[config.mk]
export PLATFORM = sky130hd
export DESIGN_NAME = pc_sequencer
export DESIGN_NICKNAME = d
export VERILOG_FILES = /design/src/rtl/cpu_pkg.sv /design/src/rtl/pc_sequencer_stack_depth_ctr.sv /design/src/rtl/pc_sequencer.sv
export SDC_FILE = /design/constraint.sdc
export NUM_CORES = 1
export LEC_CHECK = 0
export ABC_AREA = 1
export ABC_CLOCK_PERIOD_IN_PS = 2000
export BUFFER_PORTS_ARGS = -buffer_cell sky130_fd_sc_hd__buf_2
export CAP_MARGIN = 25
export CELL_PAD_IN_SITES_DETAIL_PLACEMENT = 1
export CELL_PAD_IN_SITES_GLOBAL_PLACEMENT = 1
export CORE_UTILIZATION = 30
export CTS_BUF_LIST = sky130_fd_sc_hd__clkbuf_16
export DETAILED_ROUTE_END_ITERATION = 8
export GPL_TIMING_DRIVEN = 0
export PLACE_DENSITY = 0.71
export SYNTH_ARGS = -nofsm -noshare
export SYNTH_HDL_FRONTEND = slang
export SYNTH_SLANG_ARGS = --single-unit
[constraint.sdc]
create_clock -name clk -period 2 [get_ports clk]
set_input_delay 0.1 -clock clk [delete_from_list [all_inputs] [get_ports clk]]
set_output_delay 0.1 -clock clk [all_outputs]
set_load 0.01 [all_outputs]
[src/rtl/cpu_pkg.sv]
// Shared fetch-stage definitions: address width, reset PC, stack depth and
// the PC sequencer state encoding.
package cpu_pkg;

    localparam int          AW          = 8;
    localparam logic [7:0]  RESET_PC    = 8'h00;
    localparam int          STACK_DEPTH = 15;

    typedef enum logic [1:0] {
        RUN      = 2'd0,
        RET_WAIT = 2'd1,
        FAULT    = 2'd2
    } seq_state_t;

endpackage

[src/rtl/pc_sequencer_stack_depth_ctr.sv]
// Occupancy tracker for the return-address stack. Counts 0..DEPTH,
// saturating at both ends, and flags full/empty for the sequencer.
module stack_depth_ctr #(
    parameter  int DEPTH = 15,
    localparam int DW    = $clog2(DEPTH + 1)
) (
    input  logic clk,
    input  logic rst_n,
    input  logic inc,
    input  logic dec,
    output logic full,
    output logic empty
);

    localparam logic [DW-1:0] MAX = DW'(DEPTH);

    logic [DW-1:0] depth;

    // Up on push, down on pop; the sequencer never asserts both together.
    always_ff @(posedge clk or negedge rst_n) begin
        if (!rst_n)
            depth <= '0;
        else if (inc && !full)
            depth <= depth + 1'b1;
        else if (dec && !empty)
            depth <= depth - 1'b1;
    end

    assign full  = (depth == MAX);
    assign empty = (depth == '0);

endmodule

[src/rtl/pc_sequencer.sv]
// Fetch-stage program counter sequencer. Chooses the next PC from
// sequential / jump / call / return / late redirect, issues push/pop
// commands to the return-address stack and marks invalid fetch slots.
module pc_sequencer
    import cpu_pkg::*;
#(
    parameter int              AW          = cpu_pkg::AW,
    parameter int              STACK_DEPTH = cpu_pkg::STACK_DEPTH,
    parameter logic [AW-1:0]   RESET_PC    = AW'(cpu_pkg::RESET_PC)
) (
    input  logic          clk,
    input  logic          rst_n,
    input  logic          stall,
    input  logic          redirect,
    input  logic [AW-1:0] redirect_pc,
    input  logic          is_jump,
    input  logic          is_call,
    input  logic          is_ret,
    input  logic [AW-1:0] target,
    input  logic [AW-1:0] ret_addr,
    output logic [AW-1:0] pc,
    output logic [AW-1:0] pcp1,
    output logic          stack_op,
    output logic          call_ret,
    output logic          bubble,
    output logic          stack_fault
);

    seq_state_t state;
    logic       full, empty;
    logic       in_run, do_ret, do_call;

    // Return address for CALL and the sequential successor.
    assign pcp1 = pc + 1'b1;

    // Stack moves only for accepted ops: redirect kills decode, RET beats CALL.
    assign in_run  = (state == RUN) && !redirect;
    assign do_ret  = in_run && is_ret && !empty;
    assign do_call = in_run && !is_ret && is_call && !full;

    stack_depth_ctr #(.DEPTH(STACK_DEPTH)) u_depth (
        .clk   (clk),
        .rst_n (rst_n),
        .inc   (do_call),
        .dec   (do_ret),
        .full  (full),
        .empty (empty)
    );

    // Next-PC selection and sequencer FSM with registered outputs.
    always_ff @(posedge clk or negedge rst_n) begin
        if (!rst_n) begin
            state       <= RUN;
            pc          <= RESET_PC;
            stack_op    <= 1'b0;
            call_ret    <= 1'b0;
            bubble      <= 1'b1;
            stack_fault <= 1'b0;
        end else begin
            case (state)
                RUN: begin
                    stack_op <= 1'b0;
                    if (redirect) begin
                        pc     <= redirect_pc;
                        bubble <= 1'b1;
                    end else if (is_ret) begin
                        bubble <= 1'b1;
                        if (empty) begin
                            state       <= FAULT;
                            stack_fault <= 1'b1;
                        end else begin
                            // Pop now; the stack's registered read lands next cycle.
                            stack_op <= 1'b1;
                            call_ret <= 1'b0;
                            state    <= RET_WAIT;
                        end
                    end else if (is_call) begin
                        bubble <= 1'b1;
                        if (full) begin
                            state       <= FAULT;
                            stack_fault <= 1'b1;
                        end else begin
                            stack_op <= 1'b1;
                            call_ret <= 1'b1;
                            pc       <= target;
                        end
                    end else if (is_jump) begin
                        pc     <= target;
                        bubble <= 1'b1;
                    end else if (stall) begin
                        bubble <= 1'b0;
                    end else begin
                        pc     <= pcp1;
                        bubble <= 1'b0;
                    end
                end
                RET_WAIT: begin
                    // A late redirect overrides the return target; the pop stands.
                    pc       <= redirect ? redirect_pc : ret_addr;
                    bubble   <= 1'b1;
                    stack_op <= 1'b0;
                    state    <= RUN;
                end
                default: begin
                    // FAULT is terminal until reset.
                    state       <= FAULT;
                    stack_fault <= 1'b1;
                    bubble      <= 1'b1;
                    stack_op    <= 1'b0;
                end
            endcase
        end
    end

endmodule

== Word level (Yosys, flattened, before mapping) ==
Index checks and enable logic that the tools add are counted.

* Flip-flop bits (word level): 18
* Bits in latches: 0
* RAM bits: 0
* Memory bits (read-only): 0
* Bits of input ports: 31
* Output and inout bits: 20
* Logic and storage cells: 81
* Memories kept: 0

* $add $sub $neg: 3
* $mul: 0
* Divide/modulo/power cells: 0
* Order comparisons: 0
* Equality and inequality tests: 11
* Shift-type cells: 0
* Muxes and demuxes: 37
* Bitwise gates (word level): 2
* Reductions and logical operators: 21

{| class="wikitable"
|+ Operators by type and width
! operator !! number
|-
| 2-to-1 mux 8 bit || 7
|-
| 2-to-1 mux 1 bit || 20
|-
| case mux 8 bit (2 select lines) || 1
|-
| 2-to-1 mux 2 bit || 5
|-
| AND reduction 5 bit || 2
|-
| adder 8 x 1 -> 8 bit (second input constant) || 1
|-
| logical AND 1 bit || 8
|-
| 2-to-1 mux 4 bit || 2
|-
| != test 2 bit (second input constant) || 3
|-
| != test 3 x 2 -> 1 bit (second input constant) || 2
|-
| != test 3 bit (second input constant) || 2
|-
| nonzero test 2 bit || 3
|-
| != test 5 bit (second input constant) || 1
|-
| adder 4 x 1 -> 4 bit (second input constant) || 1
|-
| equality test 4 bit (second input constant) || 1
|-
| zero test 1 bit || 4
|-
| zero test 4 bit || 1
|-
| != test 4 bit (second input constant) || 1
|-
| case mux 2 bit (2 select lines) || 1
|-
| AND reduction 4 bit || 1
|-
| subtractor 4 x 1 -> 4 bit (second input constant) || 1
|-
| AND reduction 3 bit || 1
|-
| equality test 2 x 1 -> 1 bit (second input constant) || 1
|-
| zero test 2 bit || 1
|-
| 2 further kinds || 3
|}

== Depth between registers and ports, before layout ==
* Word-level depth: 7
* Gate-level depth with buffers: 13
* Depth with buffers taken out: 12

== Hierarchy ==
From an unflattened synthesis, not the netlist that was laid out.

* Cell total of the unflattened synthesis: 210
* Area, all modules: 1381.3 sq um

{| class="wikitable"
|+ By module, submodules not included
! module !! instances !! cells each !! area each (sq um) !! seq. area each (sq um)
|-
| pc_sequencer || 1 || 169 || 1064.8 || 351.6
|-
| stack_depth_ctr || 1 || 41 || 316.6 || 100.1
|}

== Worst setup path after synthesis ==
Ideal clock, no wire load.

* Kind: register to register
* Start: register state[0]
* End: register u_depth.depth[3]
* Library setup time: 0.116 ns
* Data arrival time: 1.666 ns
* Required time: 1.884 ns
* Slack: 0.217 ns
* Cell stages (with the launch flop): 12
* Path buffers: 0
* Period minus slack after synthesis: 1.783 ns
* Cell sequence: dfrtp_1 -> nor2_4 -> nand2_2 -> nor2_4 -> nand2_2 -> ha_1 -> a21oi_1 -> nand2_1 -> o21ai_2 -> inv_1 -> nand2_1 -> nand2_1

* Word-level cells in the longest chain between the ends: 7
* Elaborated cells between the ends (all ways): 11
* Those cells by class: 1 x mux; 10 x reduce/logical

{| class="wikitable"
|+ RTL lines
! item !! RTL line !! source
|-
| start: declaration || pc_sequencer.sv:29 || <nowiki>seq_state_t state;</nowiki>
|-
| start signal: assignment || pc_sequencer.sv:53 || <nowiki>state <= RUN;</nowiki>
|-
| start signal: assignment || pc_sequencer.sv:69 || <nowiki>state <= FAULT;</nowiki>
|-
| start signal: assignment || pc_sequencer.sv:75 || <nowiki>state <= RET_WAIT;</nowiki>
|-
| zero test 2 bit * || pc_sequencer.sv:37 || <nowiki>assign in_run = (state == RUN) && !redirect;</nowiki>
|-
| logical AND 1 bit * || pc_sequencer.sv:37 ||
|-
| logical AND 1 bit (3 in series) || pc_sequencer.sv:39 || <nowiki>assign do_call = in_run && !is_ret && is_call && !full;</nowiki>
|-
| logical AND 1 bit || pc_sequencer_stack_depth_ctr.sv:23 || <nowiki>else if (inc && !full)</nowiki>
|-
| 2-to-1 mux 4 bit / nonzero test 2 bit (equally long branches) || -- ||
|-
| end signal: assignment || pc_sequencer_stack_depth_ctr.sv:24 || <nowiki>depth <= depth + 1'b1;</nowiki>
|-
| end signal: assignment || pc_sequencer_stack_depth_ctr.sv:26 || <nowiki>depth <= depth - 1'b1;</nowiki>
|-
| end: declaration || pc_sequencer_stack_depth_ctr.sv:17 || <nowiki>logic [DW-1:0] depth;</nowiki>
|}

Every way passes the cells marked *; elsewhere a longest branch is shown, timed or not.
A chain may end at the register's enable or synchronous reset.

== Worst setup path in the final report ==
Same ends and word-level chain as after synthesis.

==> run_results.csv <==
group,metric,value,unit
run_status,status,"complete, no violations",
global_routing,overflow,0,
global_routing,grt_pass1_vias,1502,
layout,fin_nets,291,
placement,dp_slack,30.5,ps
floorplanning,fp.dieW,69.8,um
setup_path,critPathKind,"register to register",
synth,synth_top_area_cell,"dfrtp_1",
setup_path,path_buf_inv,1,
sta,finalCritPeriodShare,0.943,
power_and_ir_drop,switching_share,0.280,
drt,wl,4240,um
clock_network,cts_tree,"yes",
floorplanning,fp.dieH,69.8,um
power_and_ir_drop,p_per_area,552,mW/mm2
synth,synth_top_cell_area_share,0.309,
synth,ys_types,33,
sta,worstMarginPinSlew,468,ps
layout,diodes,0,
sta,fin_skew,2.58,ps
sta,setup_tns,0,ps
power_and_ir_drop,p_sw,0.284,mW
sta,whs,183,ps
drt,first_iter_violations,40,
drt,vias,1470,
drt,dr.pass1.iters,4,
sta,drv_slew,0,
sta,setup_viol,0,
drt,drcViolationCount,0,
synth,yosys-top-cells-area,"dfrtp_1 31%, nand2_1 16%, nor2_1 6.8%",
setup_path,critPathCaptureType,"register",
clock_network,cts_root_buf,"clkbuf_16",
power_and_ir_drop,p_leak,0.998,nW
clock_network,cts_sinks,18,
floorplanning,row_count,24,
floorplanning,fp.coreArea,0.00438,mm2
drt,routedWlPerCell,13.8,um
setup_path,worst-path-max-fanout,4,
sta,final.setup.worst_slack,113,ps
clock_network,cts_inserted_buffers,3,
clock_network,htreeDepth,1,
global_routing,grt_use_total,0.185,
setup_path,worstPathCellList,"nor2_4, nand2_2, nor2_4, nand2_4, ha_4, a21oi_1, nand2_2, o21ai_2, inv_1, nand2_1, nand2_1",
synth,synth_edf_count,0,
synth,syn-mean-instance-area,7.03,um2
sta,relSlewSlack,0.688,
placement,dpl.hpwl,3240,um
placement,port_buffers,49,
synth,synth_nets,231,
hold_path,hold_class,"input pin to register",
drt,viasPerCell,4.79,
setup_path,slowest_delay,440,ps
sta,fmax,0.530,GHz
clock_network,clkLatencyLatePin,250,ps
synth,postSynthCellCount,196,
power_and_ir_drop,pwr-share-clk,0.408,
placement,placed_cells,297,
layout,fin_cells,307,
run,maxCapViolCount,0,
synth,synthFlopType,"dfrtp_1",
setup_path,cp.arrival,2030,ps
placement,routabilityCongestion,0.766,
floorplanning,die_area,0.00487,mm2
synth,ys_seq_area_frac,0.328,
setup_path,required,2140,ps
power_and_ir_drop,vdd_ir_drop_max,0.199,mV
power_and_ir_drop,fin_total_pwr,1.02,mW
power_and_ir_drop,combPwrFrac,0.202,
global_routing,grt_pass1_wl,7100,um
sta,rsz0062_at_grt,"no",
floorplanning,initial_core_util,0.314,
power_and_ir_drop,power_frac_seq,0.390,
layout,layout-drive-gt1-share,0.369,
synth,yosysWarnings,0,
global_routing,grt_max_degree,19,
sta,hold_violations,0,
synth,syn_area,0.00138,mm2
synth,async_reset_ff_frac,1.00,
sta,period_needed,1890,ps
clock_network,cts_buffer_depth,2,
synth,synthTopCellsByCount,"60 x nand2_1, 25 x nor2_1, 17 x dfrtp_1, 17 x inv_1, 16 x nand3_1",
global_routing,antenna_found_initial,0,
drt,ant_nets,0,
synth,synth_most_common_cell,"nand2_1",
power_and_ir_drop,p_int,0.731,mW
synth,ys_ff_latch,18,
clock_network,clkTransAtPathRegs,50,ps
floorplanning,io-pin-count,51,
setup_path,worst_setup_path_start_kind,"register",
setup_path,crit_slowest_cell,"dfrtp_2",
layout,area_delta_synth_final,33.4,%
setup_path,critical_path.top_delay_family,"simple AND/OR/NAND/NOR gates",
## worst paths after layout
path,start,slack (ps),to,cells after the start
max,state[0],110,u_depth.depth[3],11
min reg2reg,stack_fault,460,stack_fault,1
max reg2reg,state[0],110,u_depth.depth[3],11
min,ret_addr[3],180,pc[3],5
max in group asynchronous,rst_n,1310,state[0],2
min in group asynchronous,rst_n,340,pc[4],2
## flip-flops by register name, summed over array words and instances, names as in the netlist
register       cells
bubble             1
stack_op           1
pc                 8
state              2
stack_fault        1
u_depth.depth      4
call_ret           1
## final cells by class
| cell class | instances | area, um2 |
|---|---|---|
| Buffer | 4 | 38.8 |
| Clock buffer | 3 | 75.1 |
| Clock inverter | 1 | 3.75 |
| Fill cell | 577 | 2540 |
| Inverter | 21 | 81.3 |
| Multi-Input combinational cell | 153 | 830 |
| Sequential cell | 18 | 453 |
| Tap cell | 52 | 65.1 |
| Timing Repair Buffer | 55 | 293 |
## power by group through the flow
| stage | combinational [mW] | clock, mW | sequential, mW |
|---|---|---|---|
| 6_report | 0.205 | 0.414 | 0.396 |
| 2_1_floorplan | 0.107 | 0 | 0.405 |
| 3_3_place_gp | 0.202 | 0 | 0.403 |
| 5_1_grt | 0.232 | 0.446 | 0.400 |
| 3_5_place_dp | 0.206 | 0 | 0.403 |
| 4_1_cts | 0.209 | 0.427 | 0.397 |
## per-stage QoR
stage	area (um2)	util
floorplan	1380	-
global placement	1690	0.385
detailed placement	1690	0.385
CTS	1780	0.406
global route	1840	0.420
finish	1840	0.420
## worst reg2reg max path, cell delays in order (launching register included)
cell and delay, ps:
dfrtp_2 440, nor2_4 160, nand2_2 90, nor2_4 160, nand2_4 90, ha_4 230, a21oi_1 210, nand2_2 90
o21ai_2 160, inv_1 50, nand2_1 50, nand2_1 50
## cell usage in the layout, fill, tap and decap left out, types with 2 or more instances in the layout
cell type	instances
inv_1	17
nor2_1	24
clkbuf_16	3
o21bai_1	2
nor2_2	6
dfrtp_1	16
xor2_1	3
nand3_1	16
o21ai_0	11
buf_2	50
buf_4	6
a21oi_1	3
nand2_4	3
nor2_4	4
ha_1	2
nand2_1	59
inv_2	3
nand2_2	7
## kinds of logic (layout without fill, tap and decap cells)
| kind of cell | Yosys count | count (layout) | share of synthesized area |
|---|---|---|---|
| simple gates | 124 | 124 | 0.427 |
| buf+inv | 25 | 84 | 0.0871 |
| compound gates | 22 | 22 | 0.0971 |
| flops | 18 | 18 | 0.328 |
| fa+ha+maj | 4 | 4 | 0.0417 |
| xor+xnor | 3 | 3 | 0.0191 |
## layer usage
metal	up-vias	part of all wire	GRT usage
met1	696	0.43	0.228
met4	0	0.019	0.0667
met2	32	0.52	0.324
met5	-	0	0
met3	7	0.033	0.0305
li1	735	-	-
## what timing repair did
action / 4_1_cts / 5_1_grt
hold buffers: 1 / 0
gates resized for setup: 0 / 5
hold endpoints to repair: 17 / 0
buffers inserted: 0 / 5
setup endpoints to repair: 0 / 1
(Power assumes the default switching activity.)
